### src/rtl/sawtooth_phase_decoder_pkg.sv
// Shared sawtooth sample format and lock-state encoding, common with the waveform generator.
package sawtooth_phase_decoder_pkg;
  localparam int SAMPLE_W = 16;
  localparam int PHASE_W  = 10;
  localparam int FRAC_W   = 6;

  typedef enum logic [1:0] {
    LK_EMPTY,
    LK_ACQUIRE,
    LK_LOCKED
  } lock_state_e;

  typedef struct packed {
    logic [PHASE_W-1:0] phase;
    logic [FRAC_W-1:0]  frac;
  } sample_t;
endpackage

### src/rtl/sawtooth_phase_decoder_period_counter.sv
// Wrap-to-wrap period measurement; the partial period before the first wrap is never reported.
module sawtooth_period_counter #(
  parameter int PERIOD_W = 16
) (
  input  logic                clk,
  input  logic                reset,
  input  logic                accept,
  input  logic                wrap,
  output logic [PERIOD_W-1:0] period,
  output logic                period_valid
);
  logic [PERIOD_W-1:0] count;
  logic                seen_wrap;

  always_ff @(posedge clk) begin
    if (reset) begin
      count        <= '0;
      seen_wrap    <= 1'b0;
      period       <= '0;
      period_valid <= 1'b0;
    end else begin
      period_valid <= 1'b0;
      if (accept) begin
        if (wrap) begin
          // The wrap sample starts the next period, so it reloads to 1 rather than 0.
          count     <= PERIOD_W'(1);
          seen_wrap <= 1'b1;
          if (seen_wrap) begin
            period       <= count;
            period_valid <= 1'b1;
          end
        end else if (count != '1) begin
          count <= count + 1'b1;
        end
      end
    end
  end
endmodule

### src/rtl/sawtooth_phase_decoder.sv
// Recovers phase, increment, wrap and period from a sawtooth sample stream and tracks increment lock.
module sawtooth_phase_decoder
  import sawtooth_phase_decoder_pkg::*;
#(
  parameter int LOCK_COUNT = 4,
  parameter int PERIOD_W   = 16
) (
  input  logic                clk,
  input  logic                reset,
  input  logic                sample_valid,
  input  logic [SAMPLE_W-1:0] sample,
  output logic                phase_valid,
  output logic [PHASE_W-1:0]  phase,
  output logic [PHASE_W-1:0]  phase_inc,
  output logic                wrap,
  output logic                fmt_err,
  output logic                period_valid,
  output logic [PERIOD_W-1:0] period,
  output logic                locked
);
  localparam int CNT_W = $clog2(LOCK_COUNT + 1);

  // Capture stage: the edge that takes sample_valid registers the sample here.
  logic    in_vld;
  sample_t in_smp;

  always_ff @(posedge clk) begin
    if (reset) begin
      in_vld <= 1'b0;
      in_smp <= '0;
    end else begin
      in_vld <= sample_valid;
      if (sample_valid) in_smp <= sample;
    end
  end

  lock_state_e        state, state_n;
  logic [PHASE_W-1:0] prev_phase, ref_inc, ref_inc_n;
  logic [CNT_W-1:0]   match_cnt, match_cnt_n;
  logic               ref_vld, ref_vld_n;

  logic [PHASE_W-1:0] cur_phase, inc_raw, dec_inc;
  logic               dec_wrap, inc_match;

  always_comb begin
    cur_phase   = in_smp.phase;
    inc_raw     = cur_phase - prev_phase;
    dec_inc     = (state == LK_EMPTY) ? '0 : inc_raw;
    dec_wrap    = (state != LK_EMPTY) && (cur_phase < prev_phase);
    inc_match   = (inc_raw == ref_inc) && (inc_raw != '0);
    state_n     = state;
    ref_inc_n   = ref_inc;
    match_cnt_n = match_cnt;
    ref_vld_n   = ref_vld;
    if (in_vld) begin
      unique case (state)
        LK_EMPTY: begin
          state_n     = LK_ACQUIRE;
          match_cnt_n = '0;
          ref_vld_n   = 1'b0;
        end
        LK_ACQUIRE: begin
          if (ref_vld && inc_match) begin
            if (match_cnt == CNT_W'(LOCK_COUNT - 1)) state_n = LK_LOCKED;
            match_cnt_n = match_cnt + 1'b1;
          end else begin
            ref_inc_n   = inc_raw;
            ref_vld_n   = 1'b1;
            match_cnt_n = '0;
          end
        end
        LK_LOCKED: begin
          if (!inc_match) begin
            state_n     = LK_ACQUIRE;
            ref_inc_n   = inc_raw;
            match_cnt_n = '0;
          end
        end
        default: state_n = LK_EMPTY;
      endcase
    end
  end

  always_ff @(posedge clk) begin
    if (reset) begin
      state      <= LK_EMPTY;
      prev_phase <= '0;
      ref_inc    <= '0;
      match_cnt  <= '0;
      ref_vld    <= 1'b0;
    end else begin
      state     <= state_n;
      ref_inc   <= ref_inc_n;
      match_cnt <= match_cnt_n;
      ref_vld   <= ref_vld_n;
      if (in_vld) prev_phase <= cur_phase;
    end
  end

  always_ff @(posedge clk) begin
    if (reset) begin
      phase_valid <= 1'b0;
      wrap        <= 1'b0;
      fmt_err     <= 1'b0;
      phase       <= '0;
      phase_inc   <= '0;
      locked      <= 1'b0;
    end else begin
      phase_valid <= in_vld;
      wrap        <= in_vld && dec_wrap;
      fmt_err     <= in_vld && (in_smp.frac != '0);
      if (in_vld) begin
        phase     <= cur_phase;
        phase_inc <= dec_inc;
        locked    <= (state_n == LK_LOCKED);
      end
    end
  end

  sawtooth_period_counter #(.PERIOD_W(PERIOD_W)) u_period (
    .clk          (clk),
    .reset        (reset),
    .accept       (in_vld),
    .wrap         (dec_wrap),
    .period       (period),
    .period_valid (period_valid)
  );
endmodule
### config.mk
export PLATFORM = sky130hd
export DESIGN_NAME = sawtooth_phase_decoder
export DESIGN_NICKNAME = d
export VERILOG_FILES = /design/src/rtl/sawtooth_phase_decoder_pkg.sv /design/src/rtl/sawtooth_phase_decoder_period_counter.sv /design/src/rtl/sawtooth_phase_decoder.sv
export SDC_FILE = /design/constraint.sdc
export NUM_CORES = 1
export LEC_CHECK = 0
export ABC_AREA = 0
export BUFFER_PORTS_ARGS = -buffer_cell sky130_fd_sc_hd__buf_4
export CAP_MARGIN = 20
export CORE_ASPECT_RATIO = 1.5
export CORE_MARGIN = 10
export CORE_UTILIZATION = 41
export DETAILED_ROUTE_END_ITERATION = 8
export PLACE_DENSITY_LB_ADDON = 0.05
export RECOVER_POWER = 50
export SKIP_LAST_GASP = 1
export SLEW_MARGIN = 5
export SYNTH_ARGS = -nofsm -noshare
export SYNTH_HDL_FRONTEND = slang
export SYNTH_SLANG_ARGS = --single-unit
### constraint.sdc
create_clock -name clk -period 4.2 [get_ports clk]
set_clock_uncertainty 0.05 [all_clocks]
set_input_delay 0.63 -clock clk [delete_from_list [all_inputs] [get_ports clk]]
set_output_delay 0.63 -clock clk [all_outputs]
set_load 0.02 [all_outputs]
# Word-level counts from Yosys, hierarchy flattened

Index checks and enable logic that the tools add are counted.

Input bits: 19
Register bits: 91
Word-level logic and storage cells: 68
Output and inout port bits: 41

Order comparisons: 1
Mux-type cells: 17
Add/subtract/negate cells: 3
Reduce and logical (&&, ||, !) cells: 20
Bitwise gates (word level): 2
Equality and inequality tests: 8

Operator list:

| operator              | count |
|---|---|
| $mux 16               | 2 |
| $mux 10               | 3 |
| $pmux 10 s2           | 1 |
| $add 16x1->16 const B | 1 |
| $ne 16x16->1 const B  | 1 |
| $eq 10x10->1          | 1 |
| $lt 10x10->1          | 1 |
| $reduce_bool 10->1    | 1 |
| $sub 10x10->10        | 1 |
| $pmux 3 s3            | 1 |
| $reduce_and 3->1      | 3 |
| $mux 2                | 4 |
| $reduce_bool 2->1     | 4 |
| $mux 3                | 2 |
| $pmux 2 s3            | 1 |
| $reduce_bool 6->1     | 1 |
| $logic_and 1x1->1     | 5 |
| $eq 2x2->1 const B    | 2 |
| $ne 2x2->1 const B    | 2 |
| $reduce_and 2->1      | 2 |
| $reduce_and 4->1      | 1 |
| $add 3x1->3 const B   | 1 |
| $eq 3x2->1 const B    | 1 |
| $reduce_bool 3->1     | 1 |
| 6 further kinds       | 8 |

# Depth between registers and ports, before layout

Depth in word-level cells: 8
Gate-level depth with buffers: 13
Gate-level depth less buffers: 12

# Hierarchy

From an unflattened synthesis, not the netlist that was laid out.

Cell total of the unflattened synthesis: 547
Area total of the unflattened synthesis: 4665.7 µm²

Modules (own cells, without submodules):

| module                  | instances | area an instance (µm²) | sequential area each (µm²) | cells an instance |
|---|---|---|---|---|
| sawtooth_phase_decoder  | 1         | 3086.7                 | 1141.1                     | 353 |
| sawtooth_period_counter | 1         | 1579.0                 | 680.7                      | 194 |

# Worst setup path after synthesis

Ideal clock, no wire load.

Path type: register to register
From: reg phase[0] (netlist name)
To: reg ref_inc[3]
Path slack: 1.136 ns
Stages on the path, launching flop included: 12
Data required time: 4.022 ns
Period minus slack after synthesis: 3.064 ns
Buffers on the path: 1
Setup time: 0.128 ns
Data arrival time: 2.887 ns
Path through: dfxtp_1 -> ha_1 -> fa_1 -> and2b_1 -> o22a_2 -> xnor2_2 -> or4_1 -> o2111a_2 -> a311oi_4 -> buf_6 -> mux2i_1 -> nor2_1

RTL lines:

| element              | RTL line                     | RTL |
|---|---|---|
| end signal, assigned | sawtooth_phase_decoder.sv:93 | `ref_inc <= ref_inc_n;` |
| end, declared        | sawtooth_phase_decoder.sv:38 | `logic [PHASE_W-1:0] prev_phase, ref_inc, ref_inc_n;` |

# Worst setup path in the final report

From: reg in_smp, in the netlist cur_phase[0]
To: reg ref_inc[4]

Longest elaborated chain between the ends: 6
Elaborated cells on any way between the ends: 11
Those cells by class: 1 x add/sub; 3 x eq/ne; 3 x mux; 4 x reduce/logical

RTL lines:

| element                                                   | RTL line                     | RTL |
|---|---|---|
| start, declared                                           | sawtooth_phase_decoder.sv:25 | `sample_t in_smp;` |
| start signal, assigned                                    | sawtooth_phase_decoder.sv:33 | `if (sample_valid) in_smp <= sample;` |
| $sub 10x10->10 (*)                                        | sawtooth_phase_decoder.sv:47 | `inc_raw = cur_phase - prev_phase;` |
| $eq 10x10->1 / $reduce_bool 10->1 (equally long branches) | sawtooth_phase_decoder.sv:50 | `inc_match = (inc_raw == ref_inc) && (inc_raw != '0);` |
| $logic_and 1x1->1                                         | sawtooth_phase_decoder.sv:50 |  |
| $logic_and 1x1->1                                         | sawtooth_phase_decoder.sv:63 | `if (ref_vld && inc_match) begin` |
| $ne 2x2->1 (no line)                                      | --                           |  |
| $reduce_and 4->1 (no line)                                | --                           |  |

Every way passes the cells marked *; elsewhere a longest branch is shown, timed or not. The select of a mux whose other input is x is not followed.
A chain may end at the register's enable or synchronous reset.

==> metrics.txt <==
Leak=~2.0 nW; Vert. Die Dim=145.3 µm; clk slew on worst S/H paths=0.06 ns; Internal=1.490 mW; gr busiest metal=met2; Crit Path Max Fanout=12; CP startpoint kind=flip-flop; Synth Area in Adders=under 10%; share of power burned in the clock network=around two fifths; first-pass GRT wire length=roughly 17,000 µm; FF-to-FF Start=cur_phase[0]; Starting DRT DRC Count=107; Worst Path Arrival=3.70 ns; core area=10,190 µm²; post-synthesis net count=roughly 500; initial core utilization=42.09%; CTS tree=done; largest family of logic cells by synthesized area=simple AND/OR/NAND/NOR gates; CTS Hold Bufs=0; final setup fails=0; DR pass1 iterations=4; Clock Tree Buf Depth=2; Worst slew margin=44.05%; worst setup path endpoint=ref_inc[4]; Inserted Diodes=0; post-synthesis mux area share=between 10% and 20%; Post-synth EDFFs=0; Post-CTS Setup Repair Bufs=0; largest area contributor in the netlist=dfxtp_1; row cnt=between 40 and 50; Routed Antenna Nets=0; Cell variety after synth=62; top-count cell post-synth=dfxtp_1; worst slew pin tran=0.8393 ns; worst path cell trace=inv_1, ha_1, fa_1, and2b_1, o22a_2, xnor2_2, or4_1, o2111a_2, a311oi_4, mux2i_1, nor2_1; number of remaining DRC errors=0; RR Endpoint=ref_inc[4]; xor/xnor share of the synthesized area=under 10%; sequential power share=45.1%; Routed wire per std cell=15.33 µm; max-slew violation count=0; Tot Pwr=1.997 mW; layout cells sized above 1=9.387%; top post-synthesis cells by area=dfxtp_1 42%, mux2i_1 12%, nor2_1 7.5%; Crit Path Class=flip-flop to flip-flop; Mapped Area=4289 µm²; H-Tree Depth=3; GR Overflow Total=0; CTS sink count=91; Seq/Total Area, Yosys=around 42%; Final nets=550; Worst Setup SP=cur_phase[0]; die footprint=15,040 µm²; Synth Area in Compound Gates=11.96%; Primary FF master, synth=dfxtp_1; IO Count=60; met2 Use GR=25.25%; Tmin final=between 3 and 4 ns; IO buf count=59; endpoint class of the critical path=flip-flop; synth cell count leaders=91 x dfxtp_1, 86 x nor2_1, 51 x mux2i_1; Sw Pwr=0.5062 mW; final hold vios=0; gr usage total=13.29%; Yosys top cell area share=~42%; Vias=about 3,400; status=finished clean; vias in the first global route=3,329; worst-case reg-to-reg path depth=11; clock latency on the worst-skew pair=0.34 ns; period utilization=84.65%; pwr/cell area=~400 nW/µm²; die width=103.5 µm; Crit path required time=4.34 ns; TritonCTS buffer count=9; R2R Setup Slk=0.64 ns; Synth Area in Simple Gates=19.34%; cells after synthesis=471; setup tns final=0 ns; Max stage delay on crit path=around 0.75 ns; largest net degree at the start of global routing=75; Yosys warning count=0; Sw Share=25.35%; area grow syn2layout=15.52%; combinational cell fraction of total power=13.7%; Post-synth ARST share=0%; vias per cell=5.109; Post-Syn Area per Cell=9.106 µm²; clock tree root buffer cell=clkbuf_16; initial antenna violation count=0; Placer Congestion=0.8154; max_cap viols=0; Synth Register Bits=91; Fmax=281.3 MHz; worst-path cell with the longest stage delay=a311oi_4; met1 usage=about an eighth; VDD IR-drop max=0.2333 mV; worst hold path type=flip-flop to flip-flop; dpl hpwl=7536 µm; cts repair resizes=0; Detailed Route WL=10,160 µm; unrepaired setup endpoints after global routing=false; met3 Use GR=roughly 3.1%
worst min path at each step:
| stage | startpoint | end | slack, ns | depth (start not counted) |
|---|---|---|---|---|
| 3_3_place_gp | phase_inc[0] | phase_inc[0] | 0.40 | 2 |
| 2_1_floorplan | in_smp[2] | fmt_err | 0.40 | 1 |
| 3_5_place_dp | phase_inc[0] | phase_inc[0] | 0.40 | 2 |
| 6_report | phase_inc[0] | phase_inc[0] | 0.40 | 2 |
| 4_1_cts | phase_inc[0] | phase_inc[0] | 0.41 | 2 |
| 5_1_grt | phase_inc[0] | phase_inc[0] | 0.43 | 2 |
flip-flops by register name, indices dropped and copies added, names as in the netlist, 2 cells and up:
register,flops
u_period.count,16
u_period.period,16
cur_phase,10
phase,10
phase_inc,10
ref_inc,10
in_smp,6
match_cnt,3
state,2
layout make-up:
class | count | area (µm²)
Clock inverter | 3 | 46.29
Inverter | 18 | 67.56
Timing Repair Buffer | 60 | 300.3
Clock buffer | 13 | 260.3
Sequential cell | 91 | 1822
Fill cell | 1028 | 5236
Tap cell | 141 | 176.4
Multi-Input combinational cell | 337 | 2282
power groups by stage:
stage / Clock (mW) / Sequential (mW) / Combinational, mW
4_1_cts: 0.847 / 0.901 / 0.280
6_report: 0.823 / 0.901 / 0.273
3_3_place_gp: 0 / 0.920 / 0.278
3_5_place_dp: 0 / 0.920 / 0.279
2_1_floorplan: 0 / 0.920 / 0.204
5_1_grt: 0.884 / 0.903 / 0.301
cell families after synthesis:
family / Yosys count
simple gates: 173
flops: 91
compound gates: 72
mux: 52
buf+inv: 43
xor+xnor: 26
fa+ha+maj: 14
layer usage:
metal  vias up  wire [µm]
li1       1725          -
met1      1603       4152
met4         0        153
met2        49       5595
met5         -          0
met3        10        260
per-stage QoR:
stage,worst slack [ns],cell area (µm²),instances,util (%),hold slack [ns]
finish,0.6445,4955,663,48.62,0.4048
floorplan,1.136,4289,471,-,0.3982
global route,0.4405,4955,663,48.62,0.4349
detailed placement,0.6844,4798,647,47.08,0.4007
global placement,0.7747,4798,647,47.08,0.4025
CTS,0.6396,5105,663,50.09,0.4108
layout by cell type (no fill, tap or decap), drive strengths merged, types with 10 or more instances in the layout:
| master | synthesis | layout |
|---|---|---|
| mux2i | 51 | 51 |
| inv | 18 | 18 |
| nor2 | 88 | 88 |
| nand2 | 20 | 20 |
| dfxtp | 91 | 91 |
| buf | 9 | 20 |
| o21ai | 10 | 10 |
| clkbuf | 16 | 53 |
| xnor2 | 14 | 14 |
| a21oi | 22 | 22 |
| xor2 | 12 | 12 |
| ha | 13 | 13 |
| nand2b | 10 | 10 |
critical path: cells and delay by family (launching register included):
kind,cells,cell delay (ns)
compound gates,3,1.23
simple gates,3,0.71
fa+ha+maj,2,0.63
flops,1,0.36
mux,1,0.28
xor+xnor,1,0.09
buf+inv,1,0.05
Note: power is estimated with default switching activity, not from simulation.
